[config.mk]
export PLATFORM = sky130hd
export DESIGN_NAME = spi_frame_sniffer
export DESIGN_NICKNAME = d
export VERILOG_FILES = /design/src/rtl/spi_sniffer_pkg.sv /design/src/rtl/spi_edge_detect.sv /design/src/rtl/spi_frame_sniffer.sv
export SDC_FILE = /design/constraint.sdc
export NUM_CORES = 1
export LEC_CHECK = 0
export CORE_MARGIN = 2
export CORE_UTILIZATION = 50
export CTS_CLUSTER_SIZE = 28
export DETAILED_ROUTE_END_ITERATION = 8
export GPL_TIMING_DRIVEN = 0
export PLACE_DENSITY = 0.87
export SLEW_MARGIN = 20
export SYNTH_ARGS = -nofsm -noshare
export SYNTH_HDL_FRONTEND = slang
export SYNTH_SLANG_ARGS = --single-unit
[constraint.sdc]
create_clock -name sys_clk -period 2.08 [get_ports sys_clk]
set_clock_uncertainty 0.15 [all_clocks]
set_input_delay 0.52 -clock sys_clk [delete_from_list [all_inputs] [get_ports sys_clk]]
set_output_delay 0.52 -clock sys_clk [all_outputs]
set_load 0.05 [all_outputs]
[src/rtl/spi_sniffer_pkg.sv]
// Shared types and helpers for the passive SPI frame sniffer and its edge detector.
package spi_sniffer_pkg;

  typedef enum logic [1:0] {
    WAIT_IDLE = 2'd0,
    ARMED     = 2'd1,
    ACTIVE    = 2'd2
  } state_e;

  // Sampling happens on the rising SCLK edge whenever CPOL and CPHA agree.
  function automatic bit sample_rising(input int cpol, input int cpha);
    return (cpol == cpha);
  endfunction

  function automatic int cnt_width(input int word_width);
    return $clog2(word_width) + 1;
  endfunction

endpackage

[src/rtl/spi_edge_detect.sv]
// Registers synchronized SCLK/SS and produces one-cycle sample-edge and SS transition pulses.
module spi_edge_detect #(
  parameter bit CPOL          = 1'b0,
  parameter bit SAMPLE_RISING = 1'b1
) (
  input  logic clk_i,
  input  logic rst_i,
  input  logic sclk_i,
  input  logic ss_i,
  output logic sample_edge_o,
  output logic ss_fall_o,
  output logic ss_rise_o
);

  logic sclk_q;
  logic ss_q;

  always_ff @(posedge clk_i) begin
    if (rst_i) begin
      sclk_q <= CPOL;
      ss_q   <= 1'b1;
    end else begin
      sclk_q <= sclk_i;
      ss_q   <= ss_i;
    end
  end

  assign sample_edge_o = SAMPLE_RISING ? (sclk_i & ~sclk_q) : (~sclk_i & sclk_q);
  assign ss_fall_o     = ss_q & ~ss_i;
  assign ss_rise_o     = ~ss_q & ss_i;

endmodule

[src/rtl/spi_frame_sniffer.sv]
// Passive SPI deserializer: assembles MOSI/MISO words per frame and flags frame start/end.
// State | meaning: WAIT_IDLE - wait for SS high after reset; ARMED - idle bus, wait for SS fall; ACTIVE - in frame, sampling.
module spi_frame_sniffer
  import spi_sniffer_pkg::*;
#(
  parameter int WORD_WIDTH = 8,
  parameter bit CPOL       = 1'b0,
  parameter bit CPHA       = 1'b0,
  parameter bit MSB_FIRST  = 1'b1,
  parameter int IDX_WIDTH  = 8
) (
  input  logic                                sys_clk,
  input  logic                                rst,
  input  logic                                sclk_in,
  input  logic                                ss_in,
  input  logic                                mosi_in,
  input  logic                                miso_in,
  output logic                                word_valid,
  output logic [WORD_WIDTH-1:0]               mosi_word,
  output logic [WORD_WIDTH-1:0]               miso_word,
  output logic [IDX_WIDTH-1:0]                word_idx,
  output logic                                frame_start,
  output logic                                frame_end,
  output logic                                frame_partial,
  output logic [$clog2(WORD_WIDTH):0]         partial_bits
);

  localparam int CW            = cnt_width(WORD_WIDTH);
  localparam bit SAMPLE_RISING = sample_rising(CPOL, CPHA);

  state_e                  state_q, state_d;
  logic [CW-1:0]           bit_cnt_q, bit_cnt_d;
  logic [IDX_WIDTH-1:0]    word_cnt_q, word_cnt_d;
  logic [WORD_WIDTH-1:0]   mosi_sr_q, mosi_sr_d, miso_sr_q, miso_sr_d;
  logic [WORD_WIDTH-1:0]   mosi_word_q, mosi_word_d, miso_word_q, miso_word_d;
  logic [IDX_WIDTH-1:0]    word_idx_q, word_idx_d;
  logic                    word_valid_q, word_valid_d;
  logic                    frame_start_q, frame_start_d;
  logic                    frame_end_q, frame_end_d;
  logic                    frame_partial_q, frame_partial_d;
  logic [CW-1:0]           partial_bits_q, partial_bits_d;
  logic [WORD_WIDTH-1:0]   mosi_shift, miso_shift;
  logic                    sample_edge, ss_fall, ss_rise;

  spi_edge_detect #(
    .CPOL          (CPOL),
    .SAMPLE_RISING (SAMPLE_RISING)
  ) u_edge (
    .clk_i         (sys_clk),
    .rst_i         (rst),
    .sclk_i        (sclk_in),
    .ss_i          (ss_in),
    .sample_edge_o (sample_edge),
    .ss_fall_o     (ss_fall),
    .ss_rise_o     (ss_rise)
  );

  assign mosi_shift = MSB_FIRST ? {mosi_sr_q[WORD_WIDTH-2:0], mosi_in}
                                : {mosi_in, mosi_sr_q[WORD_WIDTH-1:1]};
  assign miso_shift = MSB_FIRST ? {miso_sr_q[WORD_WIDTH-2:0], miso_in}
                                : {miso_in, miso_sr_q[WORD_WIDTH-1:1]};

  always_comb begin
    state_d         = state_q;
    bit_cnt_d       = bit_cnt_q;
    word_cnt_d      = word_cnt_q;
    mosi_sr_d       = mosi_sr_q;
    miso_sr_d       = miso_sr_q;
    mosi_word_d     = mosi_word_q;
    miso_word_d     = miso_word_q;
    word_idx_d      = word_idx_q;
    word_valid_d    = 1'b0;
    frame_start_d   = 1'b0;
    frame_end_d     = 1'b0;
    frame_partial_d = 1'b0;
    partial_bits_d  = '0;
    case (state_q)
      WAIT_IDLE: if (ss_in) state_d = ARMED;
      ARMED: begin
        if (ss_fall) begin
          state_d       = ACTIVE;
          bit_cnt_d     = '0;
          word_cnt_d    = '0;
          mosi_sr_d     = '0;
          miso_sr_d     = '0;
          frame_start_d = 1'b1;
        end
      end
      ACTIVE: begin
        // SS deassertion takes priority over a coincident sample edge.
        if (ss_rise) begin
          state_d         = ARMED;
          frame_end_d     = 1'b1;
          frame_partial_d = (bit_cnt_q != '0);
          partial_bits_d  = bit_cnt_q;
          bit_cnt_d       = '0;
          mosi_sr_d       = '0;
          miso_sr_d       = '0;
        end else if (sample_edge) begin
          mosi_sr_d = mosi_shift;
          miso_sr_d = miso_shift;
          if (bit_cnt_q == CW'(WORD_WIDTH - 1)) begin
            bit_cnt_d    = '0;
            word_valid_d = 1'b1;
            mosi_word_d  = mosi_shift;
            miso_word_d  = miso_shift;
            word_idx_d   = word_cnt_q;
            if (word_cnt_q != '1) word_cnt_d = word_cnt_q + IDX_WIDTH'(1);
          end else begin
            bit_cnt_d = bit_cnt_q + CW'(1);
          end
        end
      end
      default: state_d = WAIT_IDLE;
    endcase
  end

  always_ff @(posedge sys_clk) begin
    if (rst) begin
      state_q         <= WAIT_IDLE;
      bit_cnt_q       <= '0;
      word_cnt_q      <= '0;
      mosi_sr_q       <= '0;
      miso_sr_q       <= '0;
      mosi_word_q     <= '0;
      miso_word_q     <= '0;
      word_idx_q      <= '0;
      word_valid_q    <= 1'b0;
      frame_start_q   <= 1'b0;
      frame_end_q     <= 1'b0;
      frame_partial_q <= 1'b0;
      partial_bits_q  <= '0;
    end else begin
      state_q         <= state_d;
      bit_cnt_q       <= bit_cnt_d;
      word_cnt_q      <= word_cnt_d;
      mosi_sr_q       <= mosi_sr_d;
      miso_sr_q       <= miso_sr_d;
      mosi_word_q     <= mosi_word_d;
      miso_word_q     <= miso_word_d;
      word_idx_q      <= word_idx_d;
      word_valid_q    <= word_valid_d;
      frame_start_q   <= frame_start_d;
      frame_end_q     <= frame_end_d;
      frame_partial_q <= frame_partial_d;
      partial_bits_q  <= partial_bits_d;
    end
  end

  assign word_valid    = word_valid_q;
  assign mosi_word     = mosi_word_q;
  assign miso_word     = miso_word_q;
  assign word_idx      = word_idx_q;
  assign frame_start   = frame_start_q;
  assign frame_end     = frame_end_q;
  assign frame_partial = frame_partial_q;
  assign partial_bits  = partial_bits_q;

endmodule

## After elaboration in Yosys (flattened, before gate mapping)

Index checks and enable logic that the tools add are counted.

- Register bits: 62
- Bits of input ports: 6
- Output and inout port bits: 32
- Word-level logic and storage cells: 74

- $add $sub $neg: 2
- Equality and inequality tests: 12
- Mux-type cells: 24
- Bitwise operators: 10
- Reductions and logical operators: 11

Operators by type and width:

| operator | count |
|---|---|
| 2-to-1 mux 8 bit | 5 |
| 2-to-1 mux 7 bit | 4 |
| one-hot mux 7 bit (2 select lines) | 2 |
| 2-to-1 mux 4 bit | 4 |
| one-hot mux 8 bit (2 select lines) | 1 |
| inequality test 2 bit (second input constant) | 7 |
| adder 8 x 1 -> 8 bit (second input constant) | 1 |
| inequality test 8 bit (second input constant) | 1 |
| one-hot mux 4 bit (2 select lines) | 1 |
| NOT 1 bit | 7 |
| 2-to-1 mux 2 bit | 3 |
| one-hot mux 2 bit (3 select lines) | 1 |
| AND reduction 3 bit | 2 |
| AND reduction 6 bit | 1 |
| adder 4 x 1 -> 4 bit (second input constant) | 1 |
| equality test 4 x 3 -> 1 bit (second input constant) | 1 |
| AND reduction 4 bit | 1 |
| nonzero test 4 bit | 1 |
| OR reduction 2 bit | 2 |
| OR reduction 4 bit | 1 |
| AND 1 bit | 3 |
| 2-to-1 mux 1 bit | 3 |
| inequality test 3 bit (second input constant) | 1 |
| OR reduction 3 bit | 1 |
| 4 further kinds | 4 |

## Depth between registers and ports, before layout

Gate-level depths: netlist of the first run.

- Word-level depth: 6
- Depth in mapped cells: 7
- Gate-level depth less buffers: 5

## Cells and area by module

Synthesis of the first run repeated with hierarchy kept, for this count alone.

- Cells, all modules: 282
- Area total of the unflattened synthesis: 2477.4 um2

By module, submodules not included:

| module | instances | cells each | area an instance (um2) | sequential area each (um2) |
|---|---|---|---|---|
| spi_frame_sniffer | 1 | 275 | 2404.8 | 1201.2 |
| spi_edge_detect | 1 | 7 | 72.6 | 40.0 |

## Worst setup path after synthesis of the first run

Ideal clock, no wire load.

- Path kind: input -> register
- Start: input port rst
- End: register word_cnt_q[3]
- Setup time: 0.062 ns
- Arrival time: 1.729 ns
- Required time: 1.868 ns
- Path slack: 0.139 ns
- Cell stages on the path: 5
- Path buffers: 2
- Cell sequence: buf_2 > or3b_1 > buf_6 > or4_1 > nand3_1

RTL lines:

| item | RTL line | RTL |
|---|---|---|
| start: declaration | spi_frame_sniffer.sv:13 | `input logic rst,` |
| end signal: assignment | spi_frame_sniffer.sv:136 | `word_cnt_q <= word_cnt_d;` |
| end: declaration | spi_frame_sniffer.sv:33 | `logic [IDX_WIDTH-1:0] word_cnt_q, word_cnt_d;` |

## Worst setup path in the final report of the first run

- Start: input port sclk_in
- End: register mosi_word_q[6] (netlist: mosi_word[6])

- Longest elaborated chain between the ends: 2

RTL lines:

| item | RTL line | RTL |
|---|---|---|
| start: declaration | spi_frame_sniffer.sv:14 | `input logic sclk_in,` |
| AND 1 bit | spi_edge_detect.sv:28 | `assign sample_edge_o = SAMPLE_RISING ? (sclk_i & ~sclk_q) : (~sclk_i & sclk_q);` |
| AND reduction 4 bit (no line) | n/a |  |
| end signal: assignment | spi_frame_sniffer.sv:139 | `mosi_word_q <= mosi_word_d;` |
| end: declaration | spi_frame_sniffer.sv:35 | `logic [WORD_WIDTH-1:0] mosi_word_q, mosi_word_d, miso_word_q, miso_word_d;` |

Every way passes these cells.
A chain may end at the register's enable or synchronous reset.

==> impl_metrics.tcl, run 1 <==
set metrics [dict create \
    status "finished clean" \
    multi_input_area_mm2 0.00122 \
    numCtsBuffers 9 \
    min_period_ps 2010 \
    worst-r2r-cell-count 7 \
    required_ps 2140 \
    maximum_number_of_buffers_from_clock_root_to_sink 2 \
    synth-async-reset-ratio_pct 0 \
    cp.buffers_inverters 3 \
    cts-htree-levels 3 \
    irDropWorstVdd_mv 0.602 \
    cts.sink_count 62 \
    io_pins 38 \
    min-delay-path-class "reg -> reg" \
    cell_internal_pwr_mw 1.83 \
    cts_tree "built" \
    cp_data_arrival_time_ps 2080 \
    final.setup.worst_slack_ps 65.3 \
    hpwl_um 3690 \
    startpoint_type "primary input" \
    slowest_delay_ps 520 \
    via_count_of_the_first_global_routing_pass 1848 \
    dieArea_mm2 0.00565 \
    synthFlopType "sky130_fd_sc_hd__dfxtp_1" \
    core_area_mm2 0.00482 \
    routed_wirelength_um 5500 \
    antenna_found_initial 0 \
    drt-vias-per-instance 5.59 \
    area_growth_pct 26.1 \
    crit_chain "clkdlybuf4s50_1, and4bb_4, nand3_1, clkbuf_4, buf_6, mux2i_2, nor2_1" \
    maxClockFrequency_mhz 496 \
    syn_avg_cell_area_um2 10.5 \
    post_synthesis_net_count 251 \
    switching_power_mw 0.583 \
    report.power.total_mw 2.42 \
    cellLeakagePower_nw 1.42 \
    drive_above_1_share_pct 18.9 \
    count_of_flip_flops_with_a_built_in_enable_after_synthesis 0 \
    fill_count 414 \
    clkSlewWorstSetupHoldPaths_ps 70 \
    cts_hold_repair.buffers 0 \
    final_slew_viol_count 0 \
    ys_seq_area_share_pct 49.0 \
    maxSlewHeadroom_pct 65.1 \
    gr-usage-all-layers_pct 20.6 \
    pre_cts_slack_ps -568 \
    synth.ff_latch_count 62 \
    worst_setup_path_end_kind "flip-flop" \
    first_pass_grt_wire_length_um 8580 \
    grt_max_degree 12 \
    clock_power_share_pct 42.5 \
    max-cap-violations 0 \
    worst_margin_slew_ps 523 \
    detail_route.iter0.violations 155 \
    start_util_pct 52.6 \
    post_synth_inst_count 242 \
    register_area_mm2 0.00124 \
    timing_hold_violations_final 0 \
    floorplan.die.height_um 75.2 \
    seq_power_share_pct 51.2 \
    cts_root_buf "sky130_fd_sc_hd__clkbuf_8" \
    finalSetupViolations 0 \
    grt.overflow.total 0 \
    rsz0062_at_grt "true" \
    ratio_of_final_minimum_period_to_clock_period_pct 96.9 \
    critPathSlowestCell "sky130_fd_sc_hd__clkdlybuf4s50_1" \
    worst-path-stages 7 \
    post_drt_wl_per_cell_um 15.1 \
    power_density_mw_per_mm2 757 \
    nNetsFinal 300 \
    timing_worst_setup_path_type "in -> reg" \
    mostFrequentLayoutCell "sky130_fd_sc_hd__dfxtp_1" \
    dr.pass1.iters 4 \
    worstHoldPathCells 2 \
    remaining_drc_errors 0 \
    antenna_cells 0 \
    crit_family "buffers and inverters" \
    final_cell_mix "sky130_fd_sc_hd__dfxtp_1 (62), sky130_fd_sc_hd__dlygate4sd2_1 (33), sky130_fd_sc_hd__nand2_1 (21)" \
    placement_rows 25 \
    vias 2028 \
    post_synth_instance_area_mm2 0.00253 \
    synth.lib_cells_used.distinct 55 \
    insertion_delay_ps 350 \
    io_buf_count 36 \
    drtAntennaViolNets 0 \
    p_sw_share_pct 24.1 \
    comb_power_share_pct 6.3 \
    yosys_warns 0 \
    critical_path.max_fanout 10 \
    die_width_um 75.2 \
    place.gp.congestion 0.941 \
]
power groups by stage:
stage	Clock (mW)	Combinational [mW]	Sequential (mW)
2_1_floorplan	0	0.108	1.26
3_3_place_gp	0	0.139	1.26
3_5_place_dp	0	0.144	1.26
4_1_cts	1.04	0.146	1.24
5_1_grt	1.09	0.163	1.24
6_report	1.03	0.152	1.24
flip-flops by register name, indices dropped and copies added, names as in the netlist, 2 cells and up:
register	count
bit_cnt_q	4
miso_sr_q	7
miso_word	8
mosi_sr_q	7
mosi_word	8
partial_bits	4
state_q	2
word_cnt_q	8
word_idx	8
cell families after synthesis:
logic type	Yosys count	synth area share, %
flops	62	49.0
simple gates	93	20.3
compound gates	49	18.4
fa+ha+maj	3	1.48
buf+inv	18	4.10
mux	17	6.72
worst paths after layout:
check / slack (ps) / startpoint / endpoint
max: 70 / sclk_in / mosi_word[6]
min: 330 / mosi_sr_q[3] / mosi_sr_q[4]
max reg2reg: 110 / bit_cnt_q[0] / mosi_word[6]
min reg2reg: 330 / mosi_sr_q[3] / mosi_sr_q[4]
worst reg2reg max path: cells and delay by family, from the launching register on:
family,cells,cell delay [ps]
fa+ha+maj,1,230
mux,1,230
simple gates,3,430
flops,1,350
buf+inv,2,440
synthesized netlist by cell type, types with 2 or more instances:
| cell type | count | area share [%] |
|---|---|---|
| sky130_fd_sc_hd__a21o_1 | 2 | 0.59 |
| sky130_fd_sc_hd__a21oi_1 | 5 | 0.99 |
| sky130_fd_sc_hd__a22o_1 | 7 | 2.4 |
| sky130_fd_sc_hd__a22oi_1 | 2 | 0.59 |
| sky130_fd_sc_hd__a2bb2oi_1 | 4 | 1.4 |
| sky130_fd_sc_hd__a2bb2oi_2 | 10 | 5.9 |
| sky130_fd_sc_hd__a31oi_1 | 2 | 0.49 |
| sky130_fd_sc_hd__and2_1 | 3 | 0.74 |
| sky130_fd_sc_hd__buf_1 | 2 | 0.30 |
| sky130_fd_sc_hd__buf_2 | 2 | 0.40 |
| sky130_fd_sc_hd__buf_4 | 3 | 0.89 |
| sky130_fd_sc_hd__buf_6 | 3 | 1.3 |
| sky130_fd_sc_hd__dfxtp_1 | 62 | 49 |
| sky130_fd_sc_hd__ha_1 | 3 | 1.5 |
| sky130_fd_sc_hd__inv_1 | 7 | 1.0 |
| sky130_fd_sc_hd__mux2i_1 | 17 | 6.7 |
| sky130_fd_sc_hd__nand2_1 | 21 | 3.1 |
| sky130_fd_sc_hd__nand2_4 | 2 | 0.89 |
| sky130_fd_sc_hd__nand3_1 | 15 | 3.0 |
| sky130_fd_sc_hd__nand4_1 | 2 | 0.49 |
| sky130_fd_sc_hd__nor2_1 | 21 | 3.1 |
| sky130_fd_sc_hd__nor3_1 | 6 | 1.2 |
| sky130_fd_sc_hd__o2bb2ai_1 | 2 | 0.69 |
| sky130_fd_sc_hd__o31ai_1 | 3 | 0.89 |
| sky130_fd_sc_hd__or2_2 | 3 | 0.74 |
| sky130_fd_sc_hd__or4_1 | 4 | 1.2 |
repair_timing:
action,CTS,global route
gates resized for setup,37,8
setup buffers,0,2
setup endpoints to repair,64,28
endpoints found under the hold margin,0,0
area by class of cell:
| cell class | count | share of cell area, % |
|---|---|---|
| Buffer | 11 | 2.90 |
| Clock buffer | 10 | 4.00 |
| Clock inverter | 6 | 1.96 |
| Inverter | 7 | 0.823 |
| Multi-Input combinational cell | 162 | 38.4 |
| Sequential cell | 62 | 38.9 |
| Tap cell | 67 | 2.63 |
| Timing Repair Buffer | 38 | 10.5 |
metal layers:
layer	track usage (%)	vias to the layer above	part of all wire (%)
li1	-	980	-
met1	25.5	967	44
met2	33.1	71	48
met3	7.63	10	6.5
met4	7.02	0	1.4
met5	0	-	0
per-stage QoR:
step	cells	hold WS [ps]	TNS (ps)	area, µm²	utilization [%]
after floorplan	242	294	0	2530	-
after global placement	345	308	-16930	2980	61.8
after detailed placement	345	320	-19310	2980	61.8
after CTS	361	334	0	3140	65.2
after global routing	363	344	-5.56	3190	66.3
final	363	328	0	3190	66.3
Note: power is estimated with default switching activity, not from simulation.
==> run 2, diff against run 1 <==
SLEW_MARGIN = 10   (was 20)
==> results of run 2 <==
Final layout, timing and power as in run 1 (identical DEF).
